$ cat src/rtl/spi_master_if.sv
// Byte-level request/response and SPI pin bundle for spi_master.
// The master modport belongs to the shifter; the slave modport belongs to whoever issues bytes and models the SPI device.
interface spi_master_if;
  logic       start;
  logic [7:0] tx_byte;
  logic       hold_cs;
  logic       busy;
  logic       done;
  logic [7:0] rx_byte;
  logic       sck;
  logic       mosi;
  logic       miso;
  logic       ss;

  modport master (
    input  start, tx_byte, hold_cs, miso,
    output busy, done, rx_byte, sck, mosi, ss
  );

  modport slave (
    output start, tx_byte, hold_cs, miso,
    input  busy, done, rx_byte, sck, mosi, ss
  );
endinterface

$ cat src/rtl/spi_master.sv
// Mode-0 SPI byte master: the first SCK rise comes 1+CLK_DIV cycles after start, and done pulses 1+16*CLK_DIV cycles after start.
// A start is accepted only in IDLE; a start raised while busy is dropped. ss can be held low across bytes with hold_cs.
module spi_master #(
  parameter int CLK_DIV = 4
) (
  input  logic         clk,
  input  logic         rst,
  spi_master_if.master bus
);

  typedef enum logic [1:0] {IDLE, SHIFT, CS_GAP} state_t;

  localparam logic [7:0] DIV_LAST = 8'(CLK_DIV - 1);

  state_t     r_state, w_next;
  logic [7:0] r_div;
  logic [2:0] r_bit;
  logic [6:0] r_tx;
  logic [7:0] r_shift;
  logic [7:0] r_rx;
  logic       r_hold;
  logic       r_sck;
  logic       r_mosi;
  logic       r_ss;
  logic       r_done;
  logic       w_tick;

  assign w_tick = (r_div == DIV_LAST);

  always_ff @(posedge clk or posedge rst) begin
    if (rst) r_state <= IDLE;
    else     r_state <= w_next;
  end

  // The SHIFT state is held through the done cycle, so busy stays high while done pulses.
  always_comb begin
    w_next = r_state;
    case (r_state)
      IDLE:    if (bus.start) w_next = SHIFT;
      SHIFT:   if (r_done)    w_next = r_hold ? IDLE : CS_GAP;
      CS_GAP:  if (w_tick)    w_next = IDLE;
      default: w_next = IDLE;
    endcase
  end

  always_ff @(posedge clk or posedge rst) begin
    if (rst) begin
      r_div   <= 8'd0;
      r_bit   <= 3'd0;
      r_tx    <= 7'd0;
      r_shift <= 8'd0;
      r_rx    <= 8'd0;
      r_hold  <= 1'b0;
      r_sck   <= 1'b0;
      r_mosi  <= 1'b0;
      r_ss    <= 1'b1;
      r_done  <= 1'b0;
    end else begin
      r_done <= 1'b0;
      case (r_state)
        IDLE: begin
          if (bus.start) begin
            r_tx   <= bus.tx_byte[6:0];
            r_mosi <= bus.tx_byte[7];
            r_hold <= bus.hold_cs;
            r_ss   <= 1'b0;
            r_sck  <= 1'b0;
            r_div  <= 8'd0;
            r_bit  <= 3'd0;
          end
        end
        SHIFT: begin
          if (r_done) begin
            r_div <= 8'd0;
            if (!r_hold) r_ss <= 1'b1;
          end else if (w_tick) begin
            r_div <= 8'd0;
            r_sck <= ~r_sck;
            if (!r_sck) begin
              r_shift <= {r_shift[6:0], bus.miso};
            end else if (r_bit == 3'd7) begin
              // The 8th falling edge ends the byte; mosi keeps its last bit.
              r_done <= 1'b1;
              r_rx   <= r_shift;
            end else begin
              r_bit  <= r_bit + 3'd1;
              r_mosi <= r_tx[6];
              r_tx   <= {r_tx[5:0], 1'b0};
            end
          end else begin
            r_div <= r_div + 8'd1;
          end
        end
        CS_GAP: begin
          r_div <= w_tick ? 8'd0 : r_div + 8'd1;
        end
        default: r_div <= 8'd0;
      endcase
    end
  end

  assign bus.busy    = (r_state != IDLE);
  assign bus.done    = r_done;
  assign bus.rx_byte = r_rx;
  assign bus.sck     = r_sck;
  assign bus.mosi    = r_mosi;
  assign bus.ss      = r_ss;

endmodule

$ cat src/flat_wrapper.sv
// flat-port wrapper written by rule: the top's interface ports become plain ports
module spi_master_flat 
#(
  parameter int CLK_DIV = 4
)
  (clk, rst, bus_start, bus_tx_byte, bus_hold_cs, bus_miso, bus_busy, bus_done, bus_rx_byte, bus_sck, bus_mosi, bus_ss);
  spi_master_if bus_i ();
  input  logic clk;
  input  logic rst;
  input wire logic [$bits(bus_i.start)-1:0] bus_start;
  input wire logic [$bits(bus_i.tx_byte)-1:0] bus_tx_byte;
  input wire logic [$bits(bus_i.hold_cs)-1:0] bus_hold_cs;
  input wire logic [$bits(bus_i.miso)-1:0] bus_miso;
  output wire logic [$bits(bus_i.busy)-1:0] bus_busy;
  output wire logic [$bits(bus_i.done)-1:0] bus_done;
  output wire logic [$bits(bus_i.rx_byte)-1:0] bus_rx_byte;
  output wire logic [$bits(bus_i.sck)-1:0] bus_sck;
  output wire logic [$bits(bus_i.mosi)-1:0] bus_mosi;
  output wire logic [$bits(bus_i.ss)-1:0] bus_ss;
  assign bus_i.start = bus_start;
  assign bus_i.tx_byte = bus_tx_byte;
  assign bus_i.hold_cs = bus_hold_cs;
  assign bus_i.miso = bus_miso;
  assign bus_busy = bus_i.busy;
  assign bus_done = bus_i.done;
  assign bus_rx_byte = bus_i.rx_byte;
  assign bus_sck = bus_i.sck;
  assign bus_mosi = bus_i.mosi;
  assign bus_ss = bus_i.ss;
  spi_master #(.CLK_DIV(CLK_DIV)) u_core (.clk(clk), .rst(rst), .bus(bus_i));
endmodule
$ cat config.mk
export PLATFORM = sky130hd
export DESIGN_NAME = spi_master_flat
export DESIGN_NICKNAME = d
export VERILOG_FILES = /design/src/rtl/spi_master_if.sv /design/src/rtl/spi_master.sv /design/src/flat_wrapper.sv
export SDC_FILE = /design/constraint.sdc
export NUM_CORES = 1
export LEC_CHECK = 0
export BUFFER_PORTS_ARGS = -buffer_cell sky130_fd_sc_hd__buf_2
export CAP_MARGIN = 20
export CORE_ASPECT_RATIO = 2
export CORE_UTILIZATION = 55
export DETAILED_ROUTE_END_ITERATION = 7
export PLACE_DENSITY_LB_ADDON = 0.25
export SETUP_SLACK_MARGIN = 0.1
export SYNTH_ARGS = -nofsm -noshare
export SYNTH_HDL_FRONTEND = slang
export SYNTH_SLANG_ARGS = --single-unit
$ cat constraint.sdc
create_clock -name clk -period 2.77 [get_ports clk]
set_input_delay 0.277 -clock clk [delete_from_list [all_inputs] [get_ports clk]]
set_output_delay 0.277 -clock clk [all_outputs]
set_load 0.02 [all_outputs]
==> results.py <==
metrics = {
    "floorplanning": {
        "die-height_um": 86.79,
        "ioPinCount": 26,
        "start_util": 0.5788,
        "rows": 30,
        "dieArea_mm2": 0.003853,
        "fp.dieW_um": 44.40,
        "core-area_mm2": 0.003416,
    },
    "routing": {
        "drt.antenna.violating_nets": 0,
        "wirelength_um": 3835,
        "vias_per_cell": 5.597,
        "vias": 1332,
        "drc": 0,
        "drt_iter0_drc": 25,
        "routedWlPerCell_um": 16.11,
        "dr.pass1.iters": 4,
    },
    "clocking": {
        "clk_latency_ns": 0.29,
        "cts_sinks": 41,
        "cts_resized": 0,
        "htreeDepth": 2,
        "cts_tree": "built",
        "cts_root_buf": "clkbuf_8",
        "clockBufferDepth": 2,
        "numCtsBuffers": 5,
        "clk_pin_slew_ns": 0.08,
    },
    "synth": {
        "yosysWarnings": 0,
        "ys_async_sr_fraction": 1.000,
        "synth_area_leaders": "dfrtp_1, mux2_4, ha_1, a221o_1, and2_1",
        "ys_ff_latch": 41,
        "yosys.area.top_type_share": 0.5063,
        "synthesis.nets": 178,
        "postSynthCellCount": 159,
        "synth-main-ff-cell": "dfrtp_1",
        "synth.yosys.seq_area_share": 0.5196,
        "ys_types": 38,
        "synth.largest_area_cell": "dfrtp_1",
        "syn_area_mm2": 0.001977,
        "synth_area_per_cell_um2": 12.43,
        "synth_edf_count": 0,
    },
    "sta": {
        "tns_ns": 0,
        "rsz0062_at_grt": "no",
        "holdWs_ns": 0.2159,
        "finalSetupViolCount": 0,
        "post-route-period-util": 0.9006,
        "slew-limit-headroom": 0.6131,
        "fin_crit_ns": 2.495,
        "finalClockSkew_ns": 0.008073,
        "layout_setup_ws_ns": 0.2753,
        "hold_viol_final": 0,
        "slew_violations": 0,
        "worst_pin_slew_ns": 0.5791,
        "fmax_ghz": 0.4008,
    },
    "global_routing": {
        "track_usage": 0.2249,
        "grt_pass1_wl_um": 6223,
        "grt_max_degree": 39,
        "grt_pass1_vias": 1350,
        "overflow": 0,
        "antenna_found_initial": 0,
    },
    "worst_setup_path": {
        "critPathRequiredTime_ns": 2.95,
        "reg2reg_to": "u_core.r_shift[2]$_DFFE_PP0P_",
        "worst-path-stages": 5,
        "timing.rr.start": "u_core.r_div[0]$_DFFE_PP0P_",
        "ff2ff_setup_slack_ns": 0.28,
        "ff2ff_path_depth": 5,
        "cp_num_buf_inv": 0,
        "end_kind": "flip-flop",
        "crit_path_end": "u_core.r_shift[2]$_DFFE_PP0P_",
        "worstSetupStartpointType": "flip-flop",
        "cp_slowest_stage_delay_ns": 0.56,
        "path_cells": "ha_1 > or4b_4 > or2_4 > or3_1 > mux2_4",
        "critical_path_arrival_ns": 2.67,
        "path_class": "flip-flop to flip-flop",
        "crit_family": "simple AND/OR/NAND/NOR gates",
        "path_max_fanout": 8,
        "startpoint": "u_core.r_div[0]$_DFFE_PP0P_",
        "cp_slowest_cell": "or3_1",
    },
    "pwr": {
        "vdd_ir_drop_max_mv": 0.3742,
        "p_per_area_mw_per_mm2": 447.6,
        "p_leak_uw": 0.001150,
        "power_uw": 1002,
    },
    "finish": {
        "diodes": 0,
        "fill_cells": 262,
        "area_delta_synth_final_pct": 13.29,
        "stdcell_count": 238,
        "nets": 208,
        "multi_input_area_um2": 893.4,
        "seq_area_mm2": 0.001027,
        "drive_gt1_frac": 0.3105,
    },
    "placement": {
        "gp_congestion": 0.8600,
        "pre_cts_slack_ns": 0.2856,
        "port_buffers": 25,
        "dp_cells": 229,
        "dp_hpwl_um": 2833,
    },
    "job": {
        "drv_cap": 0,
    },
    "outcome": {
        "status": "finished clean",
    },
    "min_path": {
        "hp-class": "input port to flip-flop",
    },
}
-- area by class of cell --
type	instances	area share
flip-flops and latches	41	0.4587
multi-input cells	107	0.3989
repair buffers	28	0.06704
clock buffers	5	0.03073
well taps	48	0.02682
inverters	6	0.01006
clock inverters	3	0.007821
-- placed cells by master (no fill, tap or decap), types with 3 or more instances in the layout --
cell and instances:
nor3_1 4, ha_1 6, mux2i_1 3, nand2b_1 3, clkbuf_8 5, a221o_1 7
o21ai_0 5, buf_2 25, mux2_4 16, xnor2_1 3, nor2_1 11, nand2_1 9
inv_1 6, dfrtp_1 40, and2_1 8, a21oi_1 3
-- synthesized netlist by cell type, types with 3 or more instances --
library cell and count:
a21oi_1 3, a221o_1 7, and2_1 8, clkbuf_1 3
dfrtp_1 40, ha_1 6, inv_1 6, mux2_4 16
mux2i_1 3, nand2_1 9, nand2b_1 3, nor2_1 11
nor3_1 4, o21ai_0 5, xnor2_1 3
-- repair_timing --
action,in CTS,in global routing
buffers inserted,0,0
hold endpoints to repair,3,0
hold buffers,1,0
-- worst min-delay path by stage --
| stage | from | endpoint | slack, ns | cells past startpoint |
|---|---|---|---|---|
| 2_1_floorplan | bus_miso | u_core.r_shift[0]$_DFFE_PP0P_ | 0.43 | 1 |
| 3_3_place_gp | rst | u_core.bus.rx_byte[3]$_DFFE_PP0P_ | 0.15 | 2 |
| 3_5_place_dp | rst | u_core.bus.rx_byte[1]$_DFFE_PP0P_ | 0.16 | 2 |
| 4_1_cts | bus_hold_cs | u_core.r_hold$_DFFE_PP0P_ | 0.21 | 2 |
| 5_1_grt | bus_miso | u_core.r_shift[0]$_DFFE_PP0P_ | 0.21 | 2 |
| 6_report | bus_hold_cs | u_core.r_hold$_DFFE_PP0P_ | 0.22 | 2 |
-- state kept, by name, indices dropped and copies added (netlist names) --
register and count:
u_core.r_tx 7, u_core.bus.done 1, u_core.bus.ss 1, u_core.bus.sck 1, u_core.r_hold 1, u_core.r_bit 3, u_core.bus.mosi 1, u_core.r_state 2
u_core.r_div 8, u_core.bus.rx_byte 8, u_core.r_shift 8
-- cells by family (layout without fill, tap and decap cells) --
family / Yosys count / after routing / synth area share
XOR/XNOR: 5 / 5 / 0.02216
AND/OR/NAND/NOR: 52 / 52 / 0.1544
multiplexers: 21 / 21 / 0.1481
AO/OA/AOI/OAI: 23 / 23 / 0.08924
buffers and inverters: 11 / 42 / 0.02848
flip-flops: 41 / 41 / 0.5196
adder cells (fa/ha/maj): 6 / 6 / 0.03797
-- per-layer routing --
| layer | vias to the layer above | GRT usage | share of wire |
|---|---|---|---|
| li1 | 626 | - | - |
| met1 | 660 | 0.2404 | 0.40 |
| met2 | 33 | 0.3837 | 0.54 |
| met3 | 13 | 0.03958 | 0.025 |
| met4 | 0 | 0.1515 | 0.043 |
| met5 | - | 0 | 0 |
-- power by group --
group / switching [µW] / internal (µW) / total (µW) / leakage [µW]
Combinational: 14.1 / 9.05 / 23.2 / 0.000564
Sequential: 0.786 / 599 / 600 / 0.000542
Clock: 206 / 174 / 380 / 0.0000439
-- stage by stage --
stage | cell area [µm²] | util
2_1_floorplan | 1977 | -
3_3_place_gp | 2143 | 0.6275
3_5_place_dp | 2143 | 0.6275
4_1_cts | 2240 | 0.6557
5_1_grt | 2240 | 0.6557
6_report | 2240 | 0.6557
-- worst register-to-register path, cell delays in order (launching register included) --
cell	delay [ns]
dfrtp_1	0.40
ha_1	0.24
or4b_4	0.51
or2_4	0.30
or3_1	0.56
mux2_4	0.37
Power figures use the tool's default switching activity.
